File: config.mk
export PLATFORM = sky130hd
export DESIGN_NAME = sprite_rom_row_arbiter
export DESIGN_NICKNAME = d
export VERILOG_FILES = /design/src/rtl/sprite_rom_row_arbiter.sv
export SDC_FILE = /design/constraint.sdc
export NUM_CORES = 1
export LEC_CHECK = 0
export BUFFER_PORTS_ARGS = -buffer_cell sky130_fd_sc_hd__buf_2
export CORE_MARGIN = 3
export CORE_UTILIZATION = 40
export DETAILED_ROUTE_END_ITERATION = 8
export MAX_ROUTING_LAYER = met4
export PLACE_DENSITY = 0.68
export REMOVE_ABC_BUFFERS = 1
export SLEW_MARGIN = 20
export SYNTH_ARGS = -nofsm -noshare
export SYNTH_HDL_FRONTEND = slang
export SYNTH_SLANG_ARGS = --single-unit
File: constraint.sdc
create_clock -name clka -period 3.8 [get_ports clka]
set_input_delay 0.38 -clock clka [delete_from_list [all_inputs] [get_ports clka]]
set_output_delay 0.38 -clock clka [all_outputs]
set_load 0.005 [all_outputs]
File: src/rtl/sprite_rom_row_arbiter.sv
// Sprite ROM row arbiter: shares one single-port sprite ROM between the VGA
// renderer (requester 0) and the CPU readback/collision unit (requester 1).
// Each accepted request streams one sprite row, SPR_W words, tagged with the
// owning requester id and column. Requester 1 is guaranteed a grant after at
// most MAX_SKIP consecutive requester-0 grants.
module sprite_rom_row_arbiter #(
  parameter int SPR_W    = 20,
  parameter int SPR_H    = 20,
  parameter int ADDR_W   = 9,
  parameter int DATA_W   = 16,
  parameter int MAX_SKIP = 2
) (
  input  logic              clka,
  input  logic              rsta,
  input  logic [1:0]        req_valid,
  input  logic [9:0]        req_row,
  output logic [1:0]        req_ready,
  output logic [ADDR_W-1:0] rom_addr,
  input  logic [DATA_W-1:0] rom_data,
  output logic              rd_valid,
  output logic [DATA_W-1:0] rd_data,
  output logic              rd_id,
  output logic [4:0]        rd_col,
  output logic              rd_last,
  output logic              err,
  output logic              busy
);

  localparam int                SKIP_W     = $clog2(MAX_SKIP + 1);
  localparam logic [SKIP_W-1:0] SKIP_MAX   = SKIP_W'(MAX_SKIP);
  localparam logic [4:0]        LAST_COL   = 5'(SPR_W - 1);
  localparam logic [4:0]        ROW_LIMIT  = 5'(SPR_H);
  localparam logic [ADDR_W-1:0] ROW_STRIDE = ADDR_W'(SPR_W);

  typedef enum logic [1:0] {
    IDLE  = 2'd0,
    BURST = 2'd1,
    DRAIN = 2'd2
  } state_t;

  state_t              state_q,    state_d;
  logic [ADDR_W-1:0]   rom_addr_q, rom_addr_d;
  logic [4:0]          col_q,      col_d;
  logic                id_q,       id_d;
  logic [SKIP_W-1:0]   skip_q,     skip_d;
  logic                rd_valid_q, rd_valid_d;
  logic                rd_id_q,    rd_id_d;
  logic [4:0]          rd_col_q,   rd_col_d;
  logic                rd_last_q,  rd_last_d;
  logic                err_q,      err_d;

  logic                gnt_valid;
  logic                gnt_id;
  logic [4:0]          gnt_row;
  logic                gnt_oor;

  // Arbitration: requester 1 wins when alone or once requester 0 has used up its skips.
  // NOTE: every signal written here gets a default first so no latch can be inferred.
  always_comb begin
    gnt_valid = 1'b0;
    gnt_id    = 1'b0;
    if (state_q == IDLE) begin
      if (req_valid[1] && (!req_valid[0] || skip_q == SKIP_MAX)) begin
        gnt_valid = 1'b1;
        gnt_id    = 1'b1;
      end else if (req_valid[0]) begin
        gnt_valid = 1'b1;
      end
    end
  end

  assign gnt_row   = gnt_id ? req_row[9:5] : req_row[4:0];
  assign gnt_oor   = (gnt_row >= ROW_LIMIT);
  assign req_ready = {gnt_valid & gnt_id, gnt_valid & ~gnt_id};

  // Next-state logic: burst sequencing, issue-stage tagging and fairness counter.
  always_comb begin
    state_d    = state_q;
    rom_addr_d = rom_addr_q;
    col_d      = col_q;
    id_d       = id_q;
    skip_d     = skip_q;
    rd_valid_d = 1'b0;
    rd_id_d    = rd_id_q;
    rd_col_d   = rd_col_q;
    rd_last_d  = 1'b0;
    err_d      = 1'b0;

    unique case (state_q)
      IDLE: begin
        if (gnt_valid) begin
          if (gnt_oor) begin
            // Bad rows are consumed but flagged; the ROM address is left alone.
            err_d = 1'b1;
          end else begin
            id_d       = gnt_id;
            rom_addr_d = ADDR_W'(gnt_row) * ROW_STRIDE;
            col_d      = 5'd0;
            state_d    = BURST;
          end
        end
      end
      BURST: begin
        // The word addressed this cycle returns next cycle, so its tags are registered now.
        rd_valid_d = 1'b1;
        rd_id_d    = id_q;
        rd_col_d   = col_q;
        rd_last_d  = (col_q == LAST_COL);
        if (col_q == LAST_COL) begin
          state_d = DRAIN;
        end else begin
          rom_addr_d = rom_addr_q + 1'b1;
          col_d      = col_q + 5'd1;
        end
      end
      DRAIN: begin
        // Final word is on the output this cycle; nothing more to issue.
        state_d = IDLE;
      end
      default: begin
        state_d = IDLE;
      end
    endcase

    if (!req_valid[1]) begin
      skip_d = '0;
    end else if (gnt_valid && gnt_id) begin
      skip_d = '0;
    end else if (gnt_valid && !gnt_id && skip_q != SKIP_MAX) begin
      skip_d = skip_q + 1'b1;
    end
  end

  // State and output registers with synchronous reset that overrides any burst.
  // NOTE: non-blocking assignments so every flop samples pre-edge values together.
  always_ff @(posedge clka) begin
    if (rsta) begin
      state_q    <= IDLE;
      rom_addr_q <= '0;
      col_q      <= '0;
      id_q       <= 1'b0;
      skip_q     <= '0;
      rd_valid_q <= 1'b0;
      rd_id_q    <= 1'b0;
      rd_col_q   <= '0;
      rd_last_q  <= 1'b0;
      err_q      <= 1'b0;
    end else begin
      state_q    <= state_d;
      rom_addr_q <= rom_addr_d;
      col_q      <= col_d;
      id_q       <= id_d;
      skip_q     <= skip_d;
      rd_valid_q <= rd_valid_d;
      rd_id_q    <= rd_id_d;
      rd_col_q   <= rd_col_d;
      rd_last_q  <= rd_last_d;
      err_q      <= err_d;
    end
  end

  assign rom_addr = rom_addr_q;
  assign rd_valid = rd_valid_q;
  assign rd_data  = rom_data;
  assign rd_id    = rd_id_q;
  assign rd_col   = rd_col_q;
  assign rd_last  = rd_last_q;
  assign err      = err_q;
  assign busy     = (state_q != IDLE);

endmodule

* Yosys cells after proc, flatten, opt, wreduce, memory -nomap -nowiden *
Cells that the tools add are included.

word-level totals
  register bits after elaboration = 28
  input bits = 30
  output and inout bits = 37
  logic and storage cells = 67

operators by class
  add/subtract/negate cells = 3
  $mul = 1
  $lt $le $gt $ge = 1
  equality and inequality tests = 8
  multiplexer cells = 20
  bitwise gates (word level) = 8
  reduce and logical (&&, ||, !) cells = 16

operators by type and width
  kind                                                                    count
  9-bit two-way mux                                                       3
  5-bit two-way mux                                                       4
  9-bit case mux with 2 select lines                                      1
  2-bit inequality test (second input constant)                           5
  5-bit case mux with 2 select lines                                      1
  9-bit by 1-bit adder with 9-bit output (second input constant)          1
  5-bit by 3-bit multiplier with 7-bit output (second input constant)     1
  1-bit two-way mux                                                       7
  2-bit two-way mux                                                       3
  1-bit NOT                                                               6
  3-bit AND reduction                                                     2
  3-bit OR reduction                                                      2
  5-bit by 1-bit adder with 5-bit output (second input constant)          1
  5-bit equality test (second input constant)                             1
  5-bit greater-or-equal comparator (second input constant)               1
  1-bit logical AND                                                       4
  2-bit case mux with 2 select lines                                      1
  4-bit AND reduction                                                     1
  2-bit nonzero test                                                      2
  2-bit by 1-bit adder with 2-bit output (second input constant)          1
  1-bit AND                                                               2
  2-bit by 1-bit equality test with 1-bit output (second input constant)  1
  2-bit equality test (second input constant)                             1
  1-bit zero test                                                         2
  other kinds (3)                                                         3

* Logic depth before layout (Yosys ltp) *
Gate-level depths: netlist of run 1.

  depth in word-level cells = 10
  depth in mapped cells = 14
  gate-level depth less buffers = 13

* Worst setup path after synthesis of run 1 *
Ideal clock, no wire load.

  kind = register to register
  from = reg skip_q[0]
  to = reg rom_addr_q[7] (netlist: rom_addr[7])
  library setup time = 0.062 ns
  data arrival time = 2.814 ns
  data required time = 3.738 ns
  path slack = 0.924 ns
  stages on the path, launching flop included = 14
  buffers on the path = 1
  period minus slack after synthesis = 2.876 ns
  path through = dfxtp_1 > inv_1 > ha_1 > nand2b_1 > nand3_1 > clkbuf_1 > nand3_1 > o21ai_0 > ha_1 > inv_1 > fa_1 > or3_1 > a2111o_1 > nand3_1

on the way
  word-level cells in the longest chain between the ends = 10
  elaborated cells between the ends (all ways) = 16
  classes of those cells = mul (1); order compare (1); eq/ne (3); mux (8); reduce/logical (3)

RTL lines
  item                                         RTL line  RTL
  start, declared                              45        logic [SKIP_W-1:0] skip_q, skip_d;
  start signal, assigned                       153       skip_q <= skip_d;
  2-bit equality test *                        63        if (req_valid[1] && (!req_valid[0] || skip_q == SKIP_MAX)) begin
  1-bit logical OR *                           63
  1-bit logical AND *                          63
  1-bit two-way mux                            63
  1-bit two-way mux                            62        if (state_q == IDLE) begin
  5-bit two-way mux                            72        assign gnt_row = gnt_id ? req_row[9:5] : req_row[4:0];
  5-bit by 3-bit multiplier with 7-bit output  97        rom_addr_d = ADDR_W'(gnt_row) * ROW_STRIDE;
  9-bit two-way mux                            92        if (gnt_oor) begin
  9-bit two-way mux                            91        if (gnt_valid) begin
  9-bit case mux with 2 select lines           89        unique case (state_q)
  end signal, assigned                         150       rom_addr_q <= rom_addr_d;
  end, declared                                42        logic [ADDR_W-1:0] rom_addr_q, rom_addr_d;

Every way passes the cells marked *; elsewhere a longest branch is shown, timed or not. The select of a mux whose other input is x is not followed.
A chain may end at the register's enable or synchronous reset.

* Final worst setup path of run 1 *
Same ends and word-level chain as after synthesis.

==> results of run 1 <==
report_power, final:
part	leakage, nW	switching (mW)	internal, mW
Combinational	0.557	0.101	0.0730
Clock	0.0357	0.0916	0.141
Sequential	0.228	0.0181	0.311
Total	0.820	0.210	0.525
worst paths after layout:
kind	startpoint	to	slack, ps
max	skip_q[0]	rom_addr[7]	720
min	req_valid[1]	skip_q[0]	440
max reg2reg	skip_q[0]	rom_addr[7]	720
min reg2reg	rd_col[4]	rd_col[4]	460
cells in the final DEF (no fill, tap or decap), types with 4 or more instances in the layout:
master / netlist / final
o21a_1: 4 / 4
nand2_1: 22 / 22
inv_1: 9 / 9
ha_1: 5 / 5
dfxtp_1: 28 / 28
nor3_1: 4 / 4
nand3_1: 8 / 8
a21oi_1: 21 / 21
nand3b_1: 4 / 4
xnor2_1: 6 / 6
nor2_1: 22 / 22
o21ai_0: 7 / 7
buf_2: 3 / 34
xor2_1: 4 / 4
stage by stage:
stage / hold slack [ps] / cell area (um^2) / power [mW]
floorplan: 425 / 1600 / 0.445
global placement: 441 / 1840 / 0.505
detailed placement: 447 / 1840 / 0.510
CTS: 434 / 1920 / 0.741
global route: 439 / 1920 / 0.779
finish: 437 / 1920 / 0.735
state kept, by name, summed over array words and instances (netlist names):
register,count
rom_addr,9
rd_valid,1
col_q,5
rd_col,5
rd_last,1
err,1
skip_q,2
rd_id,1
id_q,1
state_q,2
cells by family after synthesis:
kind of cell    Yosys count  synth area share (%)
xor+xnor                 10                  4.91
compound gates           54                  21.3
fa+ha+maj                 6                  4.63
mux                       3                  1.68
flops                    28                  31.4
buf+inv                  38                  12.2
simple gates             84                  23.8
final cells by class:
cell class | count | area [um^2] | share of cell area (%)
multi-input combinational | 157 | 1010 | 52.5
sequential | 28 | 561 | 29.3
timing repair buffer | 35 | 178 | 9.27
tap | 50 | 62.6 | 3.27
clock buffer | 3 | 41.3 | 2.16
inverter | 10 | 37.5 | 1.96
clock inverter | 1 | 30.0 | 1.57
worst register-to-register path, delay by kind of cell (launching register included):
kind                     cells  cell delay [ps]
flip-flops                   1              330
buffers and inverters        2              120
AO/OA/AOI/OAI                2              760
adder cells (fa/ha/maj)      3              730
AND/OR/NAND/NOR              4             1100
per-layer routing:
layer | track usage, % | vias to the layer above | share of wire [%]
li1 | - | 779 | -
met1 | 20.3 | 704 | 47
met2 | 24.1 | 51 | 44
met3 | 7.44 | 4 | 8.7
met4 | 3.07 | 0 | 0.73
met5 | - | - | 0
==> impl_results.md, run 1 <==
- Status: complete, no violations
- Achievable frequency: 325 MHz
- Max Cap Viol: 0
- Hold-fix buffers at CTS: 0
- I/O pin total: 67
- Clock Skews: about 5.7 ps
- Post-synth EDFFs: 0
- First-pass GRT wire length: 6640 um
- Total wire length: 4110 um
- Die height: 72.8 um
- Post-route setup slack: 719 ps
- Startpoint Class: register
- Crit end category: register
- Total iterations of the first detailed-routing run: 4
- Grt ovf: 0
- Post-DP HPWL: between 3000 and 4000 um
- Worst Hold Depth: 3
- Top-count cell post-synth: dfxtp_1
- CP required: 4020 ps
- DRT iter0 DRCs: 81
- PortBufs: 34
- Critical path buffer and inverter count: 2
- Die X: roughly 73 um
- Cells after DPL: 280
- Placer Congestion: between 0.7 and 0.8
- VDD IR-drop max: 0.000218 V
- H-tree levels: 1
- Ys Warns: 0
- Crit-path slowest cell: nand3_1
- Synth async-reset ratio: 0%
- Final Hold Viols: 0
- Post-CTS setup buffers: 0
- Flops & latches, synth: 28
- Slew HR: 45.5%
- Pre-CTS setup slack: 751 ps
- Mapped cell area: 1780 um^2
- Final Critical Period: 3080 ps
- Reg2Reg Depth: 11
- Critical path type: register to register
- FP Rows: 23
- CTS max path bufs: 2
- Core area: 4140 um^2
- WL per Instance: 14.5 um
- DRC: 0
- Layout cells sized above 1: 20.1%
- Crit path max-delay family: simple AND/OR/NAND/NOR gates
- Final ANT Viol Nets: 0
- Num Clock Sinks: 28
- GRT Total Usage: between 15 and 20%
- Ys flop type: dfxtp_1
- Layout Nets: 271
- Cell variety after synth: 51
- Via density per instance: between 5 and 6
- Hold Crit Class: input pin to register
- PwrDens: 384 nW/um^2
- Slew of the pin with the lowest slew margin: 817 ps
- Largest area contributor in the netlist: dfxtp_1
- Worst path cell trace: inv_1 -> ha_1 -> nand2b_1 -> nand3_1 -> o21ai_0 -> ha_1 -> inv_1 -> fa_1 -> or3_1 -> a2111o_1 -> nand3_1
- Initial antenna violation count: 0
- Mapped Cells: 223
- Synth cell count leaders: 28 x dfxtp_1, 22 x nand2_1, 22 x nor2_1, 21 x a21oi_1, 17 x buf_4
- Inserted Clock Buffers: 3
- DR vias: roughly 1.5k
- Area growth from synthesis to layout: 7.36%
- Largest net degree at the start of global routing: 24
- Filler cells: approximately 440
- Syn Area/Cell: ~8.0 um^2
- Crit-path max FO: 16
- Crit. path cell count: 11
- Final Setup Violations: 0
- Post-synth top area share: 31.4%
- Setup_tns: 0 ps
- Crit path DAT: 3300 ps
- Slew Limit Fails: 0
- DIE AREA: 5300 um^2
- Post-CTS resize count: 0
- CTS tree: done
- Crit share post-route: 81.1%
- Final Non-Filler Cells: 284
- Initial Util: 43.1%
- CTS clk-pin slew, worst paths: 100 ps
- Unrepaired setup endpoints after global routing: false
- CTS root buf: clkbuf_8
- Sequential fraction of the synthesis area: 31.4%
- CP max stage delay: 480 ps
- Ant diodes: 0
- Skew-Pair Late Insertion Delay: ~270 ps
- Final Util: 46.2%
- Most area-consuming cells after synthesis: dfxtp_1 31%, buf_4 7.2%, a21oi_1 5.9%, nand2_1 4.6%, nor2_1 4.6%
- Vias in the first global route: 1446
- Leak: 0.820 nW
Power figures use the tool's default switching activity.
==> run 2, diff against run 1 <==
Clock period 3.8 ns to 3 ns, I/O delays scaled along.
==> impl_results.md, run 2 (synthesis results as in run 1) <==
- Layout Nets: 274 (+1.1%)
- Skew-Pair Late Insertion Delay: 270 ps (about the same)
- Layout cells sized above 1: 21.5% (+1.4 points)
- Total wire length: 3950 um (-3.7%)
- CTS root buf: clkbuf_8
- Total iterations of the first detailed-routing run: 4 (unchanged)
- Crit-path slowest cell: a2111o_1
- Via density per instance: 5.41 (about the same)
- Initial antenna violation count: 0 (unchanged)
- Final Util: 46.5% (+0.27 points)
- Achievable frequency: 369 MHz (+14%)
- WL per Instance: 13.8 um (-4.7%)
- Leak: 0.828 nW (+0.96%)
- Worst Setup EP: rom_addr[7]
- H-tree levels: 1 (unchanged)
- Crit path max-delay family: simple AND/OR/NAND/NOR gates
- FP Rows: 23 (unchanged)
- Slew Limit Fails: 0 (unchanged)
- Met3 GRT Util: 7.30% (-0.14 points)
- Footprint of the multi-input gates: 1010 um^2 (+0.50%)
- Ant diodes: 0 (unchanged)
- Sequential Area: 561 um^2 (unchanged)
- Reg2Reg Depth: 12 (+1)
- Crit-path max FO: 11 (-5)
- Most frequent cells in the layout: 34 x buf_2, 28 x dfxtp_1, 22 x nand2_1, 22 x nor2_1, 21 x a21oi_1
- Clock power share: 26.6% (-5.0 points)
- Largest net degree at the start of global routing: 23 (-4.2%)
- Final Hold Viols: 0 (unchanged)
- Worst path cell trace: inv_1 -> ha_1 -> nand2b_1 -> nand3_2 -> nand3_1 -> o21ai_0 -> ha_1 -> inv_1 -> fa_1 -> or3_1 -> a2111o_1 -> nand3_1
- Post-CTS setup buffers: 0 (unchanged)
- Final Setup Violations: 0 (unchanged)
- Worst r2r src: skip_q[0]
- Crit end category: register
- Startpoint Class: register
- Area growth from synthesis to layout: 7.99%
- Met2 GRT Util: 22.2% (-1.9 points)
- Placer Congestion: 0.834 (+8.0%)
- Status: complete, no violations
- Vias in the first global route: 1366 (-5.5%)
- Final ANT Viol Nets: 0 (unchanged)
- Num Clock Sinks: 28 (unchanged)
- Cell area after layout: 1930 um^2 (+0.59%)
- Filler cells: 449 (+1.4%)
- CTS max path bufs: 2 (unchanged)
- Grt met1 use: 20.5% (+0.19 points)
- DR vias: 1553 (+0.98%)
- Grt ovf: 0 (unchanged)
- Worst reg2reg setup slack: 290 ps (-430 ps)
- Final Critical Period: 2710 ps (-374 ps)
- DRC: 0 (unchanged)
- Placed inst area: 1870 um^2 (+1.2%)
- PwrDens: 452 nW/um^2 (+18%)
- Slew of the pin with the lowest slew margin: 621 ps (-197 ps)
- First-pass GRT wire length: 6410 um (-3.5%)
- Slew HR: 58.5% (+13 points)
- VDD IR-drop max: 0.000214 V (-1.9%)
- DRT iter0 DRCs: 103 (+27%)
- Commonest non-fill, non-tap cell in the layout: buf_2
- Critical path type: register to register
- CP max stage delay: 410 ps (-70 ps)
- Crit. path cell count: 12 (+1)
- Switching pwr: 0.262 mW (+25%)
- Internal power: 0.608 mW (+16%)
- Post-CTS resize count: 0 (unchanged)
- Max Cap Viol: 0 (unchanged)
- GRT Total Usage: 15.7% (-0.53 points)
- DIE AREA: 5300 um^2 (unchanged)
- Logic pwr share: 25.6% (+2.0 points)
- Unrepaired setup endpoints after global routing: false
- Switching share of power: 30.1% (+1.5 points)
- Crit share post-route: 90.2% (+9.1 points)
- R2r endpoint: rom_addr[7]
- Hold-fix buffers at CTS: 0 (unchanged)
- Inserted Clock Buffers: 3 (unchanged)
- Hold Crit Class: input pin to register
- CP required: 3220 ps (-800 ps)
- Post-DP HPWL: 3010 um (-3.5%)
- Critical path buffer and inverter count: 2 (unchanged)
- Crit path DAT: 2930 ps (-370 ps)
- Initial Util: 43.1% (unchanged)
- Largest register FFs: 9 (unchanged)
- CP startpoint: skip_q[0]
- Sequential power share: 47.9% (+3.1 points)
- Setup_tns: 0 ps (unchanged)
- Peak-usage layer in the global routing report: met2
- CTS clk-pin slew, worst paths: 90 ps (about the same)
- I/O pin total: 67 (unchanged)
- Die height: 72.8 um (unchanged)
- CTS tree: done
- PortBufs: 34 (unchanged)
- Clock Skews: 5.24 ps (-0.446 ps)
- Core area: 4140 um^2 (unchanged)
- Die X: 72.8 um (unchanged)
## run 2: power by group through the flow
stage | Combinational (mW) | Sequential, mW | Clock (mW)
after global routing | 0.251 | 0.421 | 0.255
final | 0.222 | 0.417 | 0.231
after CTS | 0.223 | 0.416 | 0.242
after floorplan | 0.142 | 0.422 | 0
after detailed placement | 0.223 | 0.425 | 0
after global placement | 0.220 | 0.424 | 0
## run 2: layout make-up
| class | count | share of cell area (%) |
|---|---|---|
| inverters | 10 | 1.95 |
| flip-flops and latches | 28 | 29.1 |
| well taps | 50 | 3.25 |
| repair buffers | 38 | 10.4 |
| clock buffers | 4 | 2.86 |
| multi-input cells | 157 | 52.5 |
## run 2: metal layers
layer / vias up / part of all wire, %
li1: 787 / -
met1: 710 / 47
met4: 0 / 0.71
met2: 52 / 43
met3: 4 / 9.2
met5: - / 0
## run 2: per-stage QoR
step / worst slack [ps] / instances / power (mW) / hold slack (ps)
after global routing: 125 / 287 / 0.926 / 381
after CTS: 142 / 287 / 0.881 / 354
after detailed placement: 187 / 283 / 0.647 / 443
after global placement: 269 / 283 / 0.644 / 443
final: 293 / 287 / 0.870 / 367
after floorplan: 245 / 195 / 0.564 / 369
## run 2: worst min path at each step
stage,depth (start not counted),start,endpoint
2_1_floorplan,1,rsta,col_q[1]
3_3_place_gp,2,rd_col[0],rd_col[0]
3_5_place_dp,2,rd_col[0],rd_col[0]
4_1_cts,3,req_valid[1],skip_q[0]
5_1_grt,3,req_valid[1],skip_q[0]
6_report,3,req_valid[1],skip_q[0]
## run 2: worst min-delay path, stage by stage
cell,delay [ps]
buf_2,140
nand3_1,100
nor2_1,50
==> run 3, diff against run 2 <==
Settings changed: PLACE_DENSITY 0.68 to 0.71.
Clock period 3 ns to 2.3 ns, I/O delays scaled along.
==> impl_results.md, run 3 (synthesis results as in run 1) <==
- CP required: 2520 ps (-700 ps)
- Final Util: 51.4% (+4.9 points)
- Slew HR: 73.3% (+15 points)
- Power, Total: 1.19 mW (+37%)
- Via density per instance: 5.41 (about the same)
- CTS root buf: clkbuf_8
- CTS clk-pin slew, worst paths: 90 ps (about the same)
- Total iterations of the first detailed-routing run: 4 (unchanged)
- Crit path max-delay family: simple AND/OR/NAND/NOR gates
- DRC: 0 (unchanged)
- Clock Skews: 3.69 ps (-1.54 ps)
- I/O pin total: 67 (unchanged)
- Max Cap Viol: 0 (unchanged)
- Vias in the first global route: 1526 (+12%)
- Worst r2r src: skip_q[0]
- Layout Nets: 292 (+6.6%)
- Grt ovf: 0 (unchanged)
- Final Non-Filler Cells: 305 (+6.3%)
- Initial antenna violation count: 0 (unchanged)
- Final Critical Period: 2350 ps (-360 ps)
- Total wire length: 4360 um (+10%)
- Leak: 0.925 nW (+12%)
- Die height: 72.8 um (unchanged)
- CP startpoint: skip_q[0]
- CTS max path bufs: 2 (unchanged)
- Final ANT Viol Nets: 0 (unchanged)
- Slew of the pin with the lowest slew margin: 401 ps (-220 ps)
- Commonest non-fill, non-tap cell in the layout: buf_2
- Final Setup Violations: 1 (+1)
- Achievable frequency: 426 MHz (+15%)
- Final Hold Viols: 0 (unchanged)
- First-pass GRT wire length: 6990 um (+9.0%)
- PortBufs: 34 (unchanged)
- Post-route setup slack: -46.9 ps (-340 ps)
- Crit path DAT: 2570 ps (-360 ps)
- Core area: 4140 um^2 (unchanged)
- Layout cells sized above 1: 32.5% (+11 points)
- Placer Congestion: 0.866 (+3.8%)
- Crit share post-route: 102% (+12 points)
- Worst Setup EP: rom_addr[7]
- FP Rows: 23 (unchanged)
- Die X: 72.8 um (unchanged)
- Skew-Pair Late Insertion Delay: 270 ps (about the same)
- Critical path type: register to register
- Worst path cell trace: inv_2 -> ha_4 -> nand2b_4 -> nand3_4 -> nand3_2 -> o21ai_2 -> ha_2 -> inv_2 -> fa_2 -> or3_1 -> a2111o_1 -> nand3_1
- Area growth from synthesis to layout: 19.4%
- Failing checks: setup timing
- Filler cells: 410 (-8.7%)
- R2r endpoint: rom_addr[7]
- Reg2Reg Depth: 12 (unchanged)
- Cells after DPL: 297 (+4.9%)
- WL per Instance: 14.3 um (+3.7%)
- Most frequent cells in the layout: 34 x buf_2, 26 x dfxtp_1, 22 x nor2_1
- Initial Util: 43.1% (unchanged)
- Startpoint Class: register
- CP max stage delay: 360 ps (-50 ps)
- Critical path buffer and inverter count: 2 (unchanged)
- Unrepaired setup endpoints after global routing: true
- Status: complete, but fails checks
- Slew Limit Fails: 0 (unchanged)
- GRT Total Usage: 17.2% (+1.5 points)
- PwrDens: 561 nW/um^2 (+24%)
- Crit-path slowest cell: a2111o_1
- DIE AREA: 5300 um^2 (unchanged)
- Inserted Clock Buffers: 3 (unchanged)
- Largest register FFs: 9 (unchanged)
- Crit. path cell count: 12 (unchanged)
- VDD IR-drop max: 0.000294 V (+37%)
- Ant diodes: 0 (unchanged)
- DR vias: 1651 (+6.3%)
- Final hold slack: 352 ps (-15.7 ps)
- Hold Crit Class: input pin to register
- Largest net degree at the start of global routing: 22 (-4.3%)
- H-tree levels: 1 (unchanged)
- Post-DP HPWL: 3130 um (+3.9%)
- Num Clock Sinks: 28 (unchanged)
- Cell mode on critical path: inv_2
- DRT iter0 DRCs: 167 (+62%)
- Crit-path max FO: 7 (-4)
- Hold-fix buffers at CTS: 0 (unchanged)
- CTS tree: done
- Worst reg2reg setup slack: -50 ps (-340 ps)
- Crit end category: register
==> run 3: power by group <==
part	leakage, nW	internal, mW	switching (mW)
registers	0.229	0.514	0.0284
clock network	0.0288	0.153	0.148
logic	0.668	0.163	0.186
==> run 3: repair_timing <==
action	in CTS	in global routing
gates resized for setup	16	5
endpoints found under the setup margin	3	3
pin swaps	9	1
buffers inserted	2	2
==> run 3: worst min path at each step <==
stage	startpoint	to	slack [ps]	cells after the start
final	rsta	rd_valid	350	2
after global routing	rsta	rd_valid	370	2
after CTS	rsta	rd_valid	350	2
after detailed placement	rd_col[0]	rd_col[0]	440	2
after global placement	rd_col[4]	rd_col[4]	440	2
after floorplan	rsta	col_q[1]	300	1
==> run 3: layout make-up <==
| type | count | area (um^2) | area share (%) |
|---|---|---|---|
| Clock buffer | 4 | 55.1 | 2.59 |
| Inverter | 10 | 37.5 | 1.76 |
| Multi-Input combinational cell | 157 | 1070 | 50.2 |
| Sequential cell | 28 | 563 | 26.4 |
| Tap cell | 50 | 62.6 | 2.94 |
| Timing Repair Buffer | 56 | 343 | 16.1 |
==> run 3: metal layers <==
metal  GRT usage [%]  vias to the layer above  wire [um]
met3            6.61                        5        345
met1            22.0                      771       2010
met2            25.7                       48       1960
met5               -                        -          0
met4            4.30                        0         38
li1                -                      827          -
==> run 3: metrics by stage <==
step | setup slack (ps) | TNS [ps] | instance area (um^2)
floorplan | -455 | -767 | 1600
global placement | -298 | -512 | 1970
detailed placement | -348 | -644 | 1970
CTS | -28.2 | -28.2 | 2100
global route | -133 | -338 | 2130
finish | -46.9 | -46.9 | 2130
